<file path="config.mk">
export PLATFORM = sky130hd
export DESIGN_NAME = ex_mem
export DESIGN_NICKNAME = d
export VERILOG_FILES = /design/src/rtl/ex_mem_pkg.sv /design/src/rtl/ex_mem.sv
export SDC_FILE = /design/constraint.sdc
export NUM_CORES = 1
export LEC_CHECK = 0
export CAP_MARGIN = 10
export CORE_AREA = 2 2 189 191
export CTS_CLUSTER_SIZE = 14
export DETAILED_ROUTE_END_ITERATION = 6
export DIE_AREA = 0 0 191 193
export SYNTH_ARGS = -nofsm -noshare
export SYNTH_HDL_FRONTEND = slang
export SYNTH_SLANG_ARGS = --single-unit
</file>
<file path="constraint.sdc">
create_clock -name clk -period 1.3 [get_ports clk]
set_input_delay 0.26 -clock clk [delete_from_list [all_inputs] [get_ports clk]]
set_output_delay 0.26 -clock clk [all_outputs]
set_load 0.005 [all_outputs]
</file>
<file path="src/rtl/ex_mem_pkg.sv">
// Shared constants and types for the EX/MEM pipeline register.
package ex_mem_pkg;

  localparam int unsigned DATA_W_DEF  = 32;
  localparam int unsigned ADDR_W_DEF  = 5;
  localparam int unsigned ALUOP_W_DEF = 8;

  localparam logic [7:0]  ALUOP_NOP = 8'h00;
  localparam logic [31:0] ZERO_WORD = 32'h0000_0000;

  // Per-cycle register behaviour, decoded from the stall vector (never stored).
  typedef enum logic [1:0] {
    STG_PASS   = 2'd0,
    STG_BUBBLE = 2'd1,
    STG_HOLD   = 2'd2,
    STG_FLUSH  = 2'd3
  } stg_mode_e;

endpackage

</file>
<file path="src/rtl/ex_mem.sv">
// EX/MEM pipeline register with stall/bubble handling and madd/msub feedback.
// Optional flush input enabled by defining EX_MEM_FLUSH_EN.
module ex_mem
  import ex_mem_pkg::*;
#(
  parameter int unsigned DATA_W  = DATA_W_DEF,
  parameter int unsigned ADDR_W  = ADDR_W_DEF,
  parameter int unsigned ALUOP_W = ALUOP_W_DEF
) (
  input  logic                  clk,
  input  logic                  rst,
  input  logic [5:0]            stall,
`ifdef EX_MEM_FLUSH_EN
  input  logic                  flush,
`endif
  input  logic [ADDR_W-1:0]     ex_wd,
  input  logic                  ex_wreg,
  input  logic [DATA_W-1:0]     ex_wdata,
  input  logic [DATA_W-1:0]     ex_hi,
  input  logic [DATA_W-1:0]     ex_lo,
  input  logic                  ex_whilo,
  input  logic [ALUOP_W-1:0]    ex_aluop,
  input  logic [DATA_W-1:0]     ex_mem_addr,
  input  logic [DATA_W-1:0]     ex_reg2,
  input  logic [2*DATA_W-1:0]   hilo_i,
  input  logic [1:0]            cnt_i,
  output logic [ADDR_W-1:0]     mem_wd,
  output logic                  mem_wreg,
  output logic [DATA_W-1:0]     mem_wdata,
  output logic [DATA_W-1:0]     mem_hi,
  output logic [DATA_W-1:0]     mem_lo,
  output logic                  mem_whilo,
  output logic [ALUOP_W-1:0]    mem_aluop,
  output logic [DATA_W-1:0]     mem_mem_addr,
  output logic [DATA_W-1:0]     mem_reg2,
  output logic [2*DATA_W-1:0]   hilo_o,
  output logic [1:0]            cnt_o
);

  localparam int unsigned HILO_W = 2 * DATA_W;
  localparam logic [DATA_W-1:0]  ZW     = DATA_W'(ZERO_WORD);
  localparam logic [HILO_W-1:0]  ZW2    = HILO_W'(ZERO_WORD);
  localparam logic [ALUOP_W-1:0] NOP_OP = ALUOP_W'(ALUOP_NOP);

  logic [ADDR_W-1:0]  wd_q,    wd_d;
  logic               wreg_q,  wreg_d;
  logic [DATA_W-1:0]  wdata_q, wdata_d;
  logic [DATA_W-1:0]  hi_q,    hi_d;
  logic [DATA_W-1:0]  lo_q,    lo_d;
  logic               whilo_q, whilo_d;
  logic [ALUOP_W-1:0] aluop_q, aluop_d;
  logic [DATA_W-1:0]  maddr_q, maddr_d;
  logic [DATA_W-1:0]  reg2_q,  reg2_d;
  logic [HILO_W-1:0]  hilo_q,  hilo_d;
  logic [1:0]         cnt_q,   cnt_d;

  stg_mode_e mode_c;

  // Only the EX (3) and MEM (4) stall bits matter here.
  logic unused_stall;
  assign unused_stall = ^{stall[5], stall[2:0]};

  // Stall decode; flush, when present, overrides every stall state.
  always_comb begin
    mode_c = STG_PASS;
    if (stall[3]) begin
      mode_c = stall[4] ? STG_HOLD : STG_BUBBLE;
    end
`ifdef EX_MEM_FLUSH_EN
    if (flush) begin
      mode_c = STG_FLUSH;
    end
`endif
  end

  // Next-state selection for the MEM payload and the multi-cycle feedback.
  always_comb begin
    wd_d    = wd_q;
    wreg_d  = wreg_q;
    wdata_d = wdata_q;
    hi_d    = hi_q;
    lo_d    = lo_q;
    whilo_d = whilo_q;
    aluop_d = aluop_q;
    maddr_d = maddr_q;
    reg2_d  = reg2_q;
    hilo_d  = ZW2;
    cnt_d   = 2'b00;
    case (mode_c)
      STG_PASS: begin
        wd_d    = ex_wd;
        wreg_d  = ex_wreg;
        wdata_d = ex_wdata;
        hi_d    = ex_hi;
        lo_d    = ex_lo;
        whilo_d = ex_whilo;
        aluop_d = ex_aluop;
        maddr_d = ex_mem_addr;
        reg2_d  = ex_reg2;
      end
      STG_BUBBLE, STG_FLUSH: begin
        wd_d    = '0;
        wreg_d  = 1'b0;
        wdata_d = ZW;
        hi_d    = ZW;
        lo_d    = ZW;
        whilo_d = 1'b0;
        aluop_d = NOP_OP;
        maddr_d = ZW;
        reg2_d  = ZW;
      end
      default: ;
    endcase
    // EX is frozen during these stalls, so its partial madd/msub state is kept alive.
    if (mode_c == STG_BUBBLE || mode_c == STG_HOLD) begin
      hilo_d = hilo_i;
      cnt_d  = cnt_i;
    end
  end

  always_ff @(posedge clk or negedge rst) begin
    if (!rst) begin
      wd_q    <= '0;
      wreg_q  <= 1'b0;
      wdata_q <= ZW;
      hi_q    <= ZW;
      lo_q    <= ZW;
      whilo_q <= 1'b0;
      aluop_q <= NOP_OP;
      maddr_q <= ZW;
      reg2_q  <= ZW;
      hilo_q  <= ZW2;
      cnt_q   <= 2'b00;
    end else begin
      wd_q    <= wd_d;
      wreg_q  <= wreg_d;
      wdata_q <= wdata_d;
      hi_q    <= hi_d;
      lo_q    <= lo_d;
      whilo_q <= whilo_d;
      aluop_q <= aluop_d;
      maddr_q <= maddr_d;
      reg2_q  <= reg2_d;
      hilo_q  <= hilo_d;
      cnt_q   <= cnt_d;
    end
  end

  assign mem_wd       = wd_q;
  assign mem_wreg     = wreg_q;
  assign mem_wdata    = wdata_q;
  assign mem_hi       = hi_q;
  assign mem_lo       = lo_q;
  assign mem_whilo    = whilo_q;
  assign mem_aluop    = aluop_q;
  assign mem_mem_addr = maddr_q;
  assign mem_reg2     = reg2_q;
  assign hilo_o       = hilo_q;
  assign cnt_o        = cnt_q;

endmodule

</file>
---- After elaboration in Yosys (flattened, before gate mapping) ----
Index checks and enable logic that the tools add are counted.
W data, S select, Z words.
cells by class
  equality and inequality tests ........... 3
  mux-type cells .......................... 13
  reduce and logical (&&, ||, !) cells .... 4
operators by type and width
  cell                  count
  $pmux W32 S2          5
  $mux W64              1
  $pmux W8 S2           1
  $pmux W5 S2           1
  $mux W2               3
  $eq A2 B2 Y1 const B  2
  $pmux W1 S2           2
  $eq A2 B1 Y1 const B  1
  $logic_not A2 Y1      1
  $reduce_bool A2 Y1    1
  $reduce_or A2 Y1      1
  $logic_or A1 B1 Y1    1
storage, ports and cells
  register bits ........................... 241
  input port bits ......................... 249
  output and inout bits ................... 241

---- Logic depth before layout (Yosys ltp) ----
Gate-level depths: netlist of the first run.
  depth after elaboration ................. 5
  gate-level depth with buffers ........... 5
  mapped depth without buffers ............ 2

---- Worst setup path after synthesis of the first run ----
Ideal clock, no wire load.
  path kind ............................... input to register
  from .................................... input stall[4]
  to ...................................... register reg2_q[10] (netlist: mem_reg2[10])
  setup time .............................. 0.121 ns
  arrival ................................. 0.974 ns
  setup slack ............................. 0.205 ns
  stages on the path ...................... 5
  path buffers ............................ 3
  path through ............................ and2_1 > buf_2 > buf_6 > buf_6 > a22o_1
on the way
  word-level cells in the longest chain between the ends .. 5
ends and longest elaborated chain
  element                                                    RTL line       source
  from (decl)                                                ex_mem.sv:12   input logic [5:0] stall,
  $mux W2 *                                                  ex_mem.sv:67   mode_c = stall[4] ? STG_HOLD : STG_BUBBLE;
  $mux W2 *                                                  ex_mem.sv:66   if (stall[3]) begin
  $eq A2 B1 Y1 / $eq A2 B2 Y1 (equally long branches)        ex_mem.sv:89   case (mode_c)
  $reduce_or A2 Y1                                           ex_mem.sv:89
  $pmux W32 S2 / $reduce_bool A2 Y1 (equally long branches)  -
  to (signal assigned)                                       ex_mem.sv:143  reg2_q <= reg2_d;
  to (decl)                                                  ex_mem.sv:53   logic [DATA_W-1:0] reg2_q, reg2_d;
Every way passes the cells marked *; elsewhere a longest branch is shown, timed or not.
A chain may end at the register's enable or synchronous reset.

---- Final worst setup path of the first run ----
  from .................................... register hi_q[20] (netlist: mem_hi[20])
  to ...................................... output mem_hi[20]
RTL lines
  element                 RTL line       source
  from (decl)             ex_mem.sv:48   logic [DATA_W-1:0] hi_q, hi_d;
  from (signal assigned)  ex_mem.sv:138  hi_q <= hi_d;
  to (decl)               ex_mem.sv:30   output logic [DATA_W-1:0] mem_hi,
No word-level cell between the ends.

==> impl_metrics.ini, run 1 <==
[critical_path]
timing_worst_setup_path_type = reg2out
crit_path_max_fanout = 2
crit-reg2reg-capture = mem_mem_addr[16]
critPathSlowestCell = dfrtp_1
cp.required_ps = 1040
critPathArrivalTime_ps = 1100
worst_r2r_path_depth = 3
worstPathCellList = buf_2
cp_num_buf_inv = 1
timing.critical_path.max_delay_family = flip-flops
worst_r2r_startpoint = mem_mem_addr[16]
delay_contributed_by_the_slowest_stage_of_the_critical_path_ps = 430
endpoint_kind = primary output
crit_path_start_kind = flop
ff2ff_setup_slack_ps = 360

[routing]
firstDrtPassIters = 4
wl_per_cell_um = 17.3
ant_nets = 0
dr_total_vias = 6836
viasPerCell = 4.19
post_route_wl_um = 28300
detailedRoute.firstIterationViolations = 210
remaining_drc_errors = 0

[cts]
clock_tree_from_tritoncts = yes
clockBufferDepth = 3
cts.reportedPaths.clkPinSlew_ps = 60
cts_sinks = 241
cts-htree-levels = 1
clockRootBuffer = clkbuf_16
worstSkewPairLatency_ps = 530
cts_inserted_buffers = 27

[cells_and_area]
n_fill_cell = 3369
stdcell_count = 1631
multiInputGateArea_sq_um = 1950
finish.net_count = 1399
flow.area_growth_from_synthesis_pct = 73.9
final_area_sq_um = 14500
ratio_of_cells_with_drive_above_1_in_the_final_layout_pct = 37.2
register_area_sq_um = 6030
layout.core_utilization_pct = 41.3

[placed_design]
io_buffer_count = 485
post-place-cells = 1478
gpl.final_weighted_congestion = 0.753
detailed_place_hpwl_um = 20400
instance_area_at_placement_sq_um = 14000
dp_worst_setup_slack_ps = -255

[run]
number_of_maximum_capacitance_violations = 0

[timing]
finalWorstPathRequiredPeriod_ps = 1360
setup-violations-final = 62
slew-limit-headroom_pct = 76.5
rsz_0062_raised_after_global_routing = true
hold_viol = 0
fin_crit_sh_pct = 105
achievable-frequency_mhz = 735
worst_pin_slew_ps = 353
clock_skew_ps = 0
timing.final.max_slew_violations = 0
whs_ps = 81.1
postLayoutSetupSlackWorst_ps = -61.4

[power]
pwr_density_cell_nw_per_um2 = 1280
power_leakage_nw = 7.17
max-vdd-ir-drop_v = 0.000906

[floorplanning]
die-area_sq_um = 36900
die_w_um = 191
initial_cell_density_of_the_core_pct = 23.8
ioPinCount = 490
rows = 69
floorplan.core_area_sq_um = 35000
fp.dieH_um = 193

[global_routing]
grt_pass1_wl_um = 40700
grt_pass1_vias = 7048
antenna_violations_before_repair = 2
globalRoute.totalOverflow = 0
grt_util_all_layers_pct = 14.1
grt_start_max_net_pins = 52

[logic_synthesis]
synth_cell_types = 7
synth.yosys.warnings = 0
synth_nets = 779
synth_seq_area_share_pct = 72.6
syn_area_per_cell_sq_um = 15.7
synth_area_sq_um = 8310
ys_seq_elements = 241
syn_inst = 530

[min_path]
holdCritPathClass = in2reg
hold_path.startpoint = stall[3]
holdPathEnd = hilo_o[12]
min_path_cells = 2

[status]
status = complete, but fails checks
failing_checks = negative setup slack
[cells in the final DEF, fill, tap and decap left out, types with 2 or more instances in the layout]
cell type        Yosys  layout
clkdlybuf4s50_1      0     242
dfrtp_1            241     241
buf_2               19     235
a22o_1             175     175
buf_4                0     137
and2_1              67      66
clkbuf_16            0      27
buf_12               0      14
clkbuf_1            10       9
clkbuf_8             0       8
buf_6               17       7
diode_2              0       2
inv_6                0       2
[report_power, final]
part           total [mW]  internal (mW)  leakage [nW]  switching (mW)
Sequential           8.23           8.00          3.06           0.229
Clock                7.43           4.46         0.420            2.97
Combinational        2.77           1.75          3.70            1.03
Total                18.4           14.2          7.17            4.23
[state kept, by name, summed over array words and instances, names as in the netlist]
name          count
mem_mem_addr     32
mem_wdata        32
mem_wd            5
mem_hi           32
cnt_o             2
mem_lo           32
mem_wreg          1
mem_whilo         1
hilo_o           64
mem_aluop         8
mem_reg2         32
[what timing repair did]
action	4_1_cts	5_1_grt
hold buffers	1	0
resized for setup	966	4
endpoints found under the setup margin	241	237
endpoints found under the hold margin	241	0
buffers inserted	59	44
[cell type report]
class                           instances  area share (%)
Inverter                                1          0.0606
Antenna cell                            2          0.0346
Clock buffer                           44            5.67
Multi-Input combinational cell        242            13.5
Timing Repair Buffer                  637            34.7
Tap cell                              461            3.99
Clock inverter                          3           0.320
Sequential cell                       241            41.7
[Yosys cell counts]
library cell | count | area (sq um)
buf_2 | 19 | 95.1
buf_6 | 17 | 191
and2_1 | 67 | 419
dfrtp_1 | 241 | 6030
a22o_1 | 175 | 1530
inv_1 | 1 | 3.75
clkbuf_1 | 10 | 37.5
[per-layer routing]
layer,up-vias,share of wire (%),global-route usage (%)
met2,303,48,24.2
met4,2,2.1,4.11
met3,46,9.4,4.63
met5,-,0.046,0
li1,3173,-,-
met1,3312,40,16.9
[worst register-to-register path, cell delays in order, from the launching register on]
cell     delay, ps
dfrtp_1        400
buf_4          140
buf_4          120
a22o_1         170
[stage by stage]
stage / power (mW) / setup TNS, ps
floorplan: 9.06 / 0
global placement: 11.3 / -37580
detailed placement: 11.3 / -38860
CTS: 18.5 / -6050
global route: 19.2 / -8510
finish: 18.4 / -549
[logic make-up after synthesis]
kind of cell,Yosys count,synth area share (%)
AO/OA/AOI/OAI,175,18.4
buffers and inverters,47,3.94
flip-flops,241,72.6
AND/OR/NAND/NOR,67,5.04
[worst max-delay path by stage]
stage	from	to	depth (start not counted)
5_1_grt	mem_hi[24]	mem_hi[24]	1
2_1_floorplan	stall[4]	mem_reg2[10]	5
4_1_cts	mem_hi[20]	mem_hi[20]	1
3_5_place_dp	stall[4]	mem_aluop[2]	5
6_report	mem_hi[20]	mem_hi[20]	1
3_3_place_gp	stall[4]	mem_reg2[17]	5
No activity file was read; power rests on OpenSTA's default activity.
==> run 2: changes to the inputs <==
Settings changed: SLEW_MARGIN set to 20.
==> results of run 2 <==
Same layout as run 1: the final DEF is identical, and so are final timing and power.
==> run 3: changes to the inputs <==
Settings changed: CTS_CLUSTER_DIAMETER set to 80, TNS_END_PERCENT set to 30.
==> impl_metrics.ini, run 3 (synthesized netlist as in run 1, its figures left out) <==
[global_routing]
grt_start_max_net_pins = 52
globalRoute.totalOverflow = 0
antenna_violations_before_repair = 2
grt_pass1_wl_um = 40800
grt_util_all_layers_pct = 14.2
grt_pass1_vias = 7016

[timing]
fin_crit_sh_pct = 102
slew-limit-headroom_pct = 76.7
worst_pin_slew_ps = 349
whs_ps = 107
finalWorstPathRequiredPeriod_ps = 1330
postLayoutSetupSlackWorst_ps = -31.2
timing.setup.tns_ps = -60.0
timing.final.max_slew_violations = 0
hold_viol = 0
setup-violations-final = 4
rsz_0062_raised_after_global_routing = true
achievable-frequency_mhz = 751
clock_skew_ps = 0

[floorplanning]
rows = 69
initial_cell_density_of_the_core_pct = 23.8
fp.dieH_um = 193
die-area_sq_um = 36900
ioPinCount = 490
floorplan.core_area_sq_um = 35000
die_w_um = 191

[cts]
cts_inserted_buffers = 21
clockRootBuffer = clkbuf_16
cts-htree-levels = 1
cts_sinks = 241
worstSkewPairLatency_ps = 510
clock_tree_from_tritoncts = yes
clockBufferDepth = 3
cts.reportedPaths.clkPinSlew_ps = 70

[cells_and_area]
number_of_flip_flops_under_the_largest_register_name = 64
stdcell_count = 1575
layout.cells.most_common = clkdlybuf4s50_1
n_fill_cell = 3406
ratio_of_cells_with_drive_above_1_in_the_final_layout_pct = 34.8
layout_common_cells = clkdlybuf4s50_1 (242), dfrtp_1 (241), a22o_1 (175), buf_2 (169), buf_4 (104)
final_area_sq_um = 13900
flow.area_growth_from_synthesis_pct = 67.4
finish.net_count = 1360
register_area_sq_um = 6030
multiInputGateArea_sq_um = 1950

[min_path]
min_path_cells = 2
holdCritPathClass = in2reg
hold_path.startpoint = stall[3]
holdPathEnd = hilo_o[12]

[critical_path]
crit-reg2reg-capture = mem_hi[5]
worst_r2r_path_depth = 3
critPathSlowestCell = dfrtp_1
cp.required_ps = 1040
ff2ff_setup_slack_ps = 370
crit_path_max_fanout = 2
endpoint_kind = primary output
cp_num_buf_inv = 1
timing_worst_setup_path_type = reg2out
crit_path_start_kind = flop
timing.critical_path.max_delay_family = flip-flops
critPathArrivalTime_ps = 1070
worst_r2r_startpoint = mem_hi[5]
worstPathCellList = buf_2
delay_contributed_by_the_slowest_stage_of_the_critical_path_ps = 430

[routing]
detailedRoute.firstIterationViolations = 207
viasPerCell = 4.24
dr_total_vias = 6671
firstDrtPassIters = 4
wl_per_cell_um = 17.7
ant_nets = 0
remaining_drc_errors = 0
post_route_wl_um = 27900

[placed_design]
instance_area_at_placement_sq_um = 14000
io_buffer_count = 485
detailed_place_hpwl_um = 20400
post-place-cells = 1478
gpl.final_weighted_congestion = 0.753

[power]
max-vdd-ir-drop_v = 0.000753
pwr_density_cell_nw_per_um2 = 1200
power.total_mw = 16.6
power_leakage_nw = 6.85

[status]
failing_checks = negative setup slack
status = complete, but fails checks

[run]
number_of_maximum_capacitance_violations = 0
==> run 3: changes by cell type in the layout (fill, tap and decap cells not counted) <==
cell | previous run | this run
clkbuf_16 | 27 | 21
buf_2 | 235 | 169
buf_4 | 137 | 104
clkbuf_2 | 0 | 67
clkbuf_1 | 9 | 0
inv_6 | 2 | 1
clkbuf_8 | 8 | 1
buf_6 | 7 | 6
==> run 3: area by class of cell <==
type | instances | share of cell area, %
antenna | 2 | 0.0360
clock inverter | 2 | 0.270
multi-input combinational | 242 | 14.1
clock buffer | 22 | 3.88
inverter | 1 | 0.0630
timing repair buffer | 604 | 34.2
sequential | 241 | 43.4
tap | 461 | 4.15
==> run 3: how the worst max path moves through the flow <==
stage               cells after the start  slack (ps)           end       start
floorplan                               5         200  mem_reg2[10]    stall[4]
global placement                        5        -240  mem_reg2[17]    stall[4]
detailed placement                      5        -260  mem_aluop[2]    stall[4]
global route                            1         -70    mem_hi[20]  mem_hi[20]
CTS                                     1         -90    mem_hi[25]  mem_hi[25]
finish                                  1         -30    mem_hi[20]  mem_hi[20]
==> run 3: through the flow <==
step	utilization, %	setup slack, ps
after floorplan	-	205
after global placement	39.9	-238
after detailed placement	39.9	-255
after CTS	40.4	-89.3
after global routing	39.8	-69.1
final	39.8	-31.2
==> run 3: report_power, final <==
| part | total (mW) | leakage (nW) | internal (mW) | switching, mW |
|---|---|---|---|---|
| clock network | 5.75 | 0.280 | 3.12 | 2.63 |
| registers | 8.23 | 3.06 | 7.99 | 0.235 |
| logic | 2.66 | 3.51 | 1.66 | 1.00 |
==> run 3: layer usage <==
metal  routed length, um  share of wire, %  vias to the layer above  GRT usage, %
li1                    -                 -                     3077             -
met1               10900                39                     3259          16.9
met2               13700                49                      299          24.4
met3                2590               9.3                       34          4.74
met4                 677               2.4                        2          4.00
met5                   9             0.032                        -             0
==> run 3: repair_timing <==
action,4_1_cts,5_1_grt
hold buffers,1,0
endpoints found under the setup margin,241,200
resized for setup,832,70
gates cloned,0,0
setup buffers,58,12
endpoints found under the hold margin,171,0
